$ cat config.mk
export PLATFORM = sky130hd
export DESIGN_NAME = uart_receiver
export DESIGN_NICKNAME = d
export VERILOG_FILES = /design/src/rtl/uart_pkg.sv /design/src/rtl/uart_rx_sync.sv /design/src/rtl/uart_receiver.sv
export SDC_FILE = /design/constraint.sdc
export NUM_CORES = 1
export LEC_CHECK = 0
export CAP_MARGIN = 25
export CELL_PAD_IN_SITES_DETAIL_PLACEMENT = 1
export CELL_PAD_IN_SITES_GLOBAL_PLACEMENT = 1
export CORE_ASPECT_RATIO = 2
export CORE_UTILIZATION = 40
export CTS_CLUSTER_SIZE = 14
export DETAILED_ROUTE_END_ITERATION = 16
export GPL_ROUTABILITY_DRIVEN = 0
export PLACE_DENSITY_LB_ADDON = 0.08
export SYNTH_ARGS = -nofsm -noshare
export SYNTH_HDL_FRONTEND = slang
export SYNTH_SLANG_ARGS = --single-unit
$ cat constraint.sdc
create_clock -name Clock -period 1.68 [get_ports Clock]
set_input_delay 0.336 -clock Clock [delete_from_list [all_inputs] [get_ports Clock]]
set_output_delay 0.336 -clock Clock [all_outputs]
set_load 0.03 [all_outputs]
$ cat src/rtl/uart_pkg.sv
// Shared UART constants: default frame geometry, one-hot receiver states and
// the start/stop bit levels used by both the transmitter and the receiver.
package uart_pkg;

  localparam int unsigned WORD_SIZE_DEF   = 8;
  localparam int unsigned SAMPLE_RATE_DEF = 8;

  localparam logic START_BIT = 1'b0;
  localparam logic STOP_BIT  = 1'b1;

  typedef enum logic [2:0] {
    IDLE      = 3'b001,
    STARTING  = 3'b010,
    RECEIVING = 3'b100
  } rx_state_e;

endpackage

$ cat src/rtl/uart_rx_sync.sv
// Two-flop synchronizer for the asynchronous serial line; resets to the idle
// (high) level so reset release never looks like a start bit.
module uart_rx_sync (
  input  logic clk,
  input  logic rst_n,
  input  logic d,
  output logic q
);

  logic meta_q, sync_q;
  logic meta_d, sync_d;

  always_comb begin
    meta_d = d;
    sync_d = meta_q;
  end

  always_ff @(posedge clk or negedge rst_n) begin
    if (!rst_n) begin
      meta_q <= 1'b1;
      sync_q <= 1'b1;
    end else begin
      meta_q <= meta_d;
      sync_q <= sync_d;
    end
  end

  assign q = sync_q;

endmodule

$ cat src/rtl/uart_receiver.sv
// Oversampling UART receiver with overrun (Error1) and framing (Error2) flags.
// Define UART_RX_SYNC_EN to insert a 2-flop synchronizer on Serial_in.
module uart_receiver
  import uart_pkg::*;
#(
  parameter int unsigned word_size   = WORD_SIZE_DEF,
  parameter int unsigned sample_rate = SAMPLE_RATE_DEF
) (
  input  logic                 Clock,
  input  logic                 reset_,
  input  logic                 Serial_in,
  input  logic                 read_not_ready_in,
  output logic [word_size-1:0] RCV_datareg,
  output logic                 read_not_ready_out,
  output logic                 Error1,
  output logic                 Error2
);

  localparam int unsigned SC_W = $clog2(sample_rate);
  localparam int unsigned BC_W = $clog2(word_size) + 1;
  localparam logic [SC_W-1:0] HALF_LAST   = SC_W'(sample_rate / 2 - 1);
  localparam logic [SC_W-1:0] SAMPLE_LAST = SC_W'(sample_rate - 1);
  localparam logic [BC_W-1:0] BITS_ALL    = BC_W'(word_size);

  logic rx;

`ifdef UART_RX_SYNC_EN
  uart_rx_sync u_sync (
    .clk   (Clock),
    .rst_n (reset_),
    .d     (Serial_in),
    .q     (rx)
  );
`else
  assign rx = Serial_in;
`endif

  rx_state_e             state_q, state_d;
  logic [SC_W-1:0]       sample_cnt_q, sample_cnt_d;
  logic [BC_W-1:0]       bit_cnt_q, bit_cnt_d;
  logic [word_size-1:0]  shft_q, shft_d;
  logic [word_size-1:0]  data_q, data_d;
  logic                  load_q, load_d;
  logic                  rnr_out_q, rnr_out_d;
  logic                  err1_q, err1_d;
  logic                  err2_q, err2_d;

  always_comb begin
    state_d      = state_q;
    sample_cnt_d = sample_cnt_q;
    bit_cnt_d    = bit_cnt_q;
    shft_d       = shft_q;
    data_d       = data_q;
    load_d       = 1'b0;
    err1_d       = 1'b0;
    err2_d       = 1'b0;
    // Data becomes visible on the stop-sample edge; the ready pulse trails by one cycle.
    rnr_out_d    = load_q;

    case (state_q)
      IDLE: begin
        sample_cnt_d = '0;
        bit_cnt_d    = '0;
        if (rx == START_BIT) begin
          sample_cnt_d = SC_W'(1);
          state_d      = STARTING;
        end
      end
      STARTING: begin
        if (rx != START_BIT) begin
          sample_cnt_d = '0;
          state_d      = IDLE;
        end else if (sample_cnt_q == HALF_LAST) begin
          sample_cnt_d = '0;
          state_d      = RECEIVING;
        end else begin
          sample_cnt_d = sample_cnt_q + 1'b1;
        end
      end
      RECEIVING: begin
        sample_cnt_d = sample_cnt_q + 1'b1;
        if (sample_cnt_q == SAMPLE_LAST) begin
          sample_cnt_d = '0;
          if (bit_cnt_q != BITS_ALL) begin
            shft_d    = {rx, shft_q[word_size-1:1]};
            bit_cnt_d = bit_cnt_q + 1'b1;
          end else begin
            bit_cnt_d = '0;
            state_d   = IDLE;
            if (read_not_ready_in) begin
              err1_d = 1'b1;
            end else if (rx != STOP_BIT) begin
              err2_d = 1'b1;
            end else begin
              data_d = shft_q;
              load_d = 1'b1;
            end
          end
        end
      end
      default: begin
        state_d      = IDLE;
        sample_cnt_d = '0;
        bit_cnt_d    = '0;
      end
    endcase
  end

  always_ff @(posedge Clock or negedge reset_) begin
    if (!reset_) begin
      state_q      <= IDLE;
      sample_cnt_q <= '0;
      bit_cnt_q    <= '0;
      shft_q       <= '0;
      data_q       <= '0;
      load_q       <= 1'b0;
      rnr_out_q    <= 1'b0;
      err1_q       <= 1'b0;
      err2_q       <= 1'b0;
    end else begin
      state_q      <= state_d;
      sample_cnt_q <= sample_cnt_d;
      bit_cnt_q    <= bit_cnt_d;
      shft_q       <= shft_d;
      data_q       <= data_d;
      load_q       <= load_d;
      rnr_out_q    <= rnr_out_d;
      err1_q       <= err1_d;
      err2_q       <= err2_d;
    end
  end

  assign RCV_datareg        = data_q;
  assign read_not_ready_out = rnr_out_q;
  assign Error1             = err1_q;
  assign Error2             = err2_q;

endmodule

==> results of run 1 <==
## state kept, by name, summed over array words and instances, names as in the netlist
register and count:
Error1 1, sample_cnt_q 3, state_q 3, Error2 1, bit_cnt_q 4, load_q 1, shft_q 8, RCV_datareg 8
read_not_ready_out 1
## final cells by class
cell class | count | area share [%]
flip-flops and latches | 30 | 42.4
multi-input cells | 66 | 33.2
repair buffers | 27 | 13.8
clock buffers | 8 | 6.21
well taps | 31 | 2.19
inverters | 10 | 2.12
## layer usage
metal / vias to the layer above / routed length, um / global-route usage (%)
met3: 7 / 73 / 5.16
li1: 442 / - / -
met2: 11 / 1820 / 35.5
met5: - / 0 / 0
met1: 491 / 1060 / 21.0
met4: 0 / 68 / 9.92
## synth_stat cells, types with 2 or more instances
master,n,share of area [%]
o211ai_1,2,1.1
nand2_1,3,0.83
nor3_1,2,0.74
mux2_2,16,13
dfrtp_1,29,54
ha_1,6,5.5
nor2b_1,2,0.92
nand3_1,4,1.5
o21ai_0,5,1.8
inv_1,10,2.8
nand3b_1,2,1.1
clkbuf_1,2,0.55
a21oi_1,3,1.1
nor2_1,5,1.4
nor3b_1,4,2.2
## metrics by stage
stage	instance area [um^2]	hold WS [ns]	instances	TNS (ns)
after floorplan	1360	0.0404	109	0
after global placement	1610	0.336	163	0
after detailed placement	1610	0.346	163	-0.491
after CTS	1740	0.324	171	0
after global routing	1770	0.338	172	-0.0685
final	1770	0.320	172	0
## cells in the final DEF, fill, tap and decap left out, types with 2 or more instances in the layout
| cell type | count |
|---|---|
| a21oi_1 | 3 |
| buf_4 | 13 |
| clkbuf_8 | 8 |
| clkdlybuf4s50_1 | 11 |
| dfrtp_1 | 29 |
| dlymetal6s2s_1 | 3 |
| ha_1 | 4 |
| ha_4 | 2 |
| inv_1 | 10 |
| mux2_2 | 16 |
| nand2_1 | 3 |
| nand3_1 | 4 |
| nand3b_1 | 2 |
| nor2_1 | 5 |
| nor2b_1 | 2 |
| nor3_1 | 2 |
| nor3b_1 | 3 |
| o211ai_1 | 2 |
| o21ai_0 | 3 |
| o21ai_1 | 2 |
## power breakdown
group	total, mW	switching, mW	internal, mW
combinational	0.132	0.0793	0.0528
clock	0.674	0.261	0.413
sequential	0.751	0.0111	0.740
## worst paths after layout
path | from | endpoint | depth (start not counted)
setup / recovery | sample_cnt_q[0]$_DFF_PN0_ | RCV_datareg[6]$_DFFE_PN0P_ | 5
hold / removal | reset_ | sample_cnt_q[2]$_DFF_PN0_ | 1
setup reg to reg | sample_cnt_q[0]$_DFF_PN0_ | RCV_datareg[6]$_DFFE_PN0P_ | 5
hold reg to reg | load_q$_DFF_PN0_ | read_not_ready_out$_DFF_PN0_ | 0
max in group asynchronous | reset_ | shft_q[3]$_DFFE_PN0P_ | 2
min in group Clock | load_q$_DFF_PN0_ | read_not_ready_out$_DFF_PN0_ | 0
## worst register-to-register path: stages, from the launching register on
cell,delay (ns)
dfrtp_1,0.40
ha_4,0.16
ha_4,0.12
and4bb_4,0.29
nand4_4,0.20
mux2_4,0.35
## cell families after synthesis
group / count (synthesis)
flops: 30
simple gates: 29
mux: 17
compound gates: 14
buf+inv: 13
fa+ha+maj: 6
## repair_timing
item                                    4_1_cts  5_1_grt
setup buffers                                 0        1
gates resized for setup                       4        7
endpoints found under the setup margin       16       14
pin swaps                                     2        0
==> flow_summary.ini, run 1 <==
[hold_path]
min_path_type = in2async

[status]
status = completed

[layout]
multi_input_area_um2 = 589
area_growth_pct = 30.8
nets = 150
diodes = 0
ff_latch_area_um2 = 752
utilization_pct = 55.5
drive_gt1_share_pct = 31.9
nFillCells = 343

[floorplan]
die-width_um = 43.2
die_y_um = 84.3
core_mm2 = 0.00319
initial_core_util_pct = 42.4
dieArea_mm2 = 0.00364
io_pins = 15
rows = 29

[timing]
setup_viol = 0
maxSlewHeadroom_pct = 68.7
fmax_ghz = 0.610
fin_crit_sh_pct = 97.6
clock_skew_ns = 0.00778
tightest_slew_ns = 0.469
rsz0062_at_grt = yes
min_period_ns = 1.64
report.final.hold_viol_count = 0
setup_ws_ns = 0.0406
drv_slew = 0

[global_route]
grt_pass1_wl_um = 5370
grt_overflow = 0
antenna_found_initial = 0
gr-usage-all-layers_pct = 20.1
grt_max_degree = 13
grt_pass1_vias = 1114

[synth]
synth_warnings = 0
synth_compound_area_share_pct = 6.65
netlist_instances = 109
synth_xor_area_share_pct = 0
syn-num-nets = 119
syn-mean-instance-area_um2 = 12.4
muxShareOfSynthArea_pct = 14.1
syn_area_mm2 = 0.00136
synth_ff_type = dfrtp_1
synthDistinctLibCells = 29
asyncSetResetFlopFracSynth_pct = 100
synth-simple-area-share_pct = 14.0
synth_top_family_by_area = multiplexers
synthAdderAreaFrac_pct = 5.54
yosysSeqAreaShare_pct = 55.5
synth_edf_count = 0
ys_ff_latch = 30

[setup_path]
reg2reg_slack_ns = 0.04
cp-end-kind = register
crit_fanout = 8
required_ns = 1.85
slowest_delay_ns = 0.40
critPathTopFamily = simple AND/OR/NAND/NOR gates
start_kind = register
crit_buf_inv = 0
criticalPathCategory = reg2reg
path_cells = ha_4 -> ha_4 -> and4bb_4 -> nand4_4 -> mux2_4
crit_top_cell = ha_4
cp_slowest_cell = dfrtp_1
arrival_ns = 1.81

[clocking]
cts_tree = done
numCtsBuffers = 5
clockBufferDepth = 2
htree_levels = 2
cts.clk_slew.worst_paths_ns = 0.06
clock_latency_ns = 0.28
cts_hold_buf = 0
cts_num_sinks = 30
clock-root-buffer = clkbuf_8

[run]
drv_cap = 0

[power]
p_leak_nw = 0.894
vdd_drop_max_uv = 632
power.total_mw = 1.56
power_density_mw_per_mm2 = 878

[placed_design]
port_buffers = 14
dp_slack_ns = -0.0592
dp_hpwl_um = 2290

[detailed_routing]
drc = 0
first_pass_iters = 2
ant_nets = 0
drt-vias-per-instance = 5.53
wl_per_cell_um = 17.6
drtIter0Drc = 7
dr_total_vias = 951
finalWirelength_um = 3020
No activity file was read; power rests on OpenSTA's default activity.
==> inputs of run 2 (changes only) <==
--- a/config.mk
+++ b/config.mk
@@ -12,8 +12,8 @@
 export CORE_UTILIZATION = 40
 export CTS_CLUSTER_SIZE = 14
 export DETAILED_ROUTE_END_ITERATION = 16
-export GPL_ROUTABILITY_DRIVEN = 0
 export PLACE_DENSITY_LB_ADDON = 0.08
 export SYNTH_ARGS = -nofsm -noshare
 export SYNTH_HDL_FRONTEND = slang
+export SYNTH_HIERARCHICAL = 1
 export SYNTH_SLANG_ARGS = --single-unit
==> results of run 2 <==
The final DEF is identical to that of run 1; final timing and power are the same.
Among the figures that moved: Yosys warning count 0 -> 6
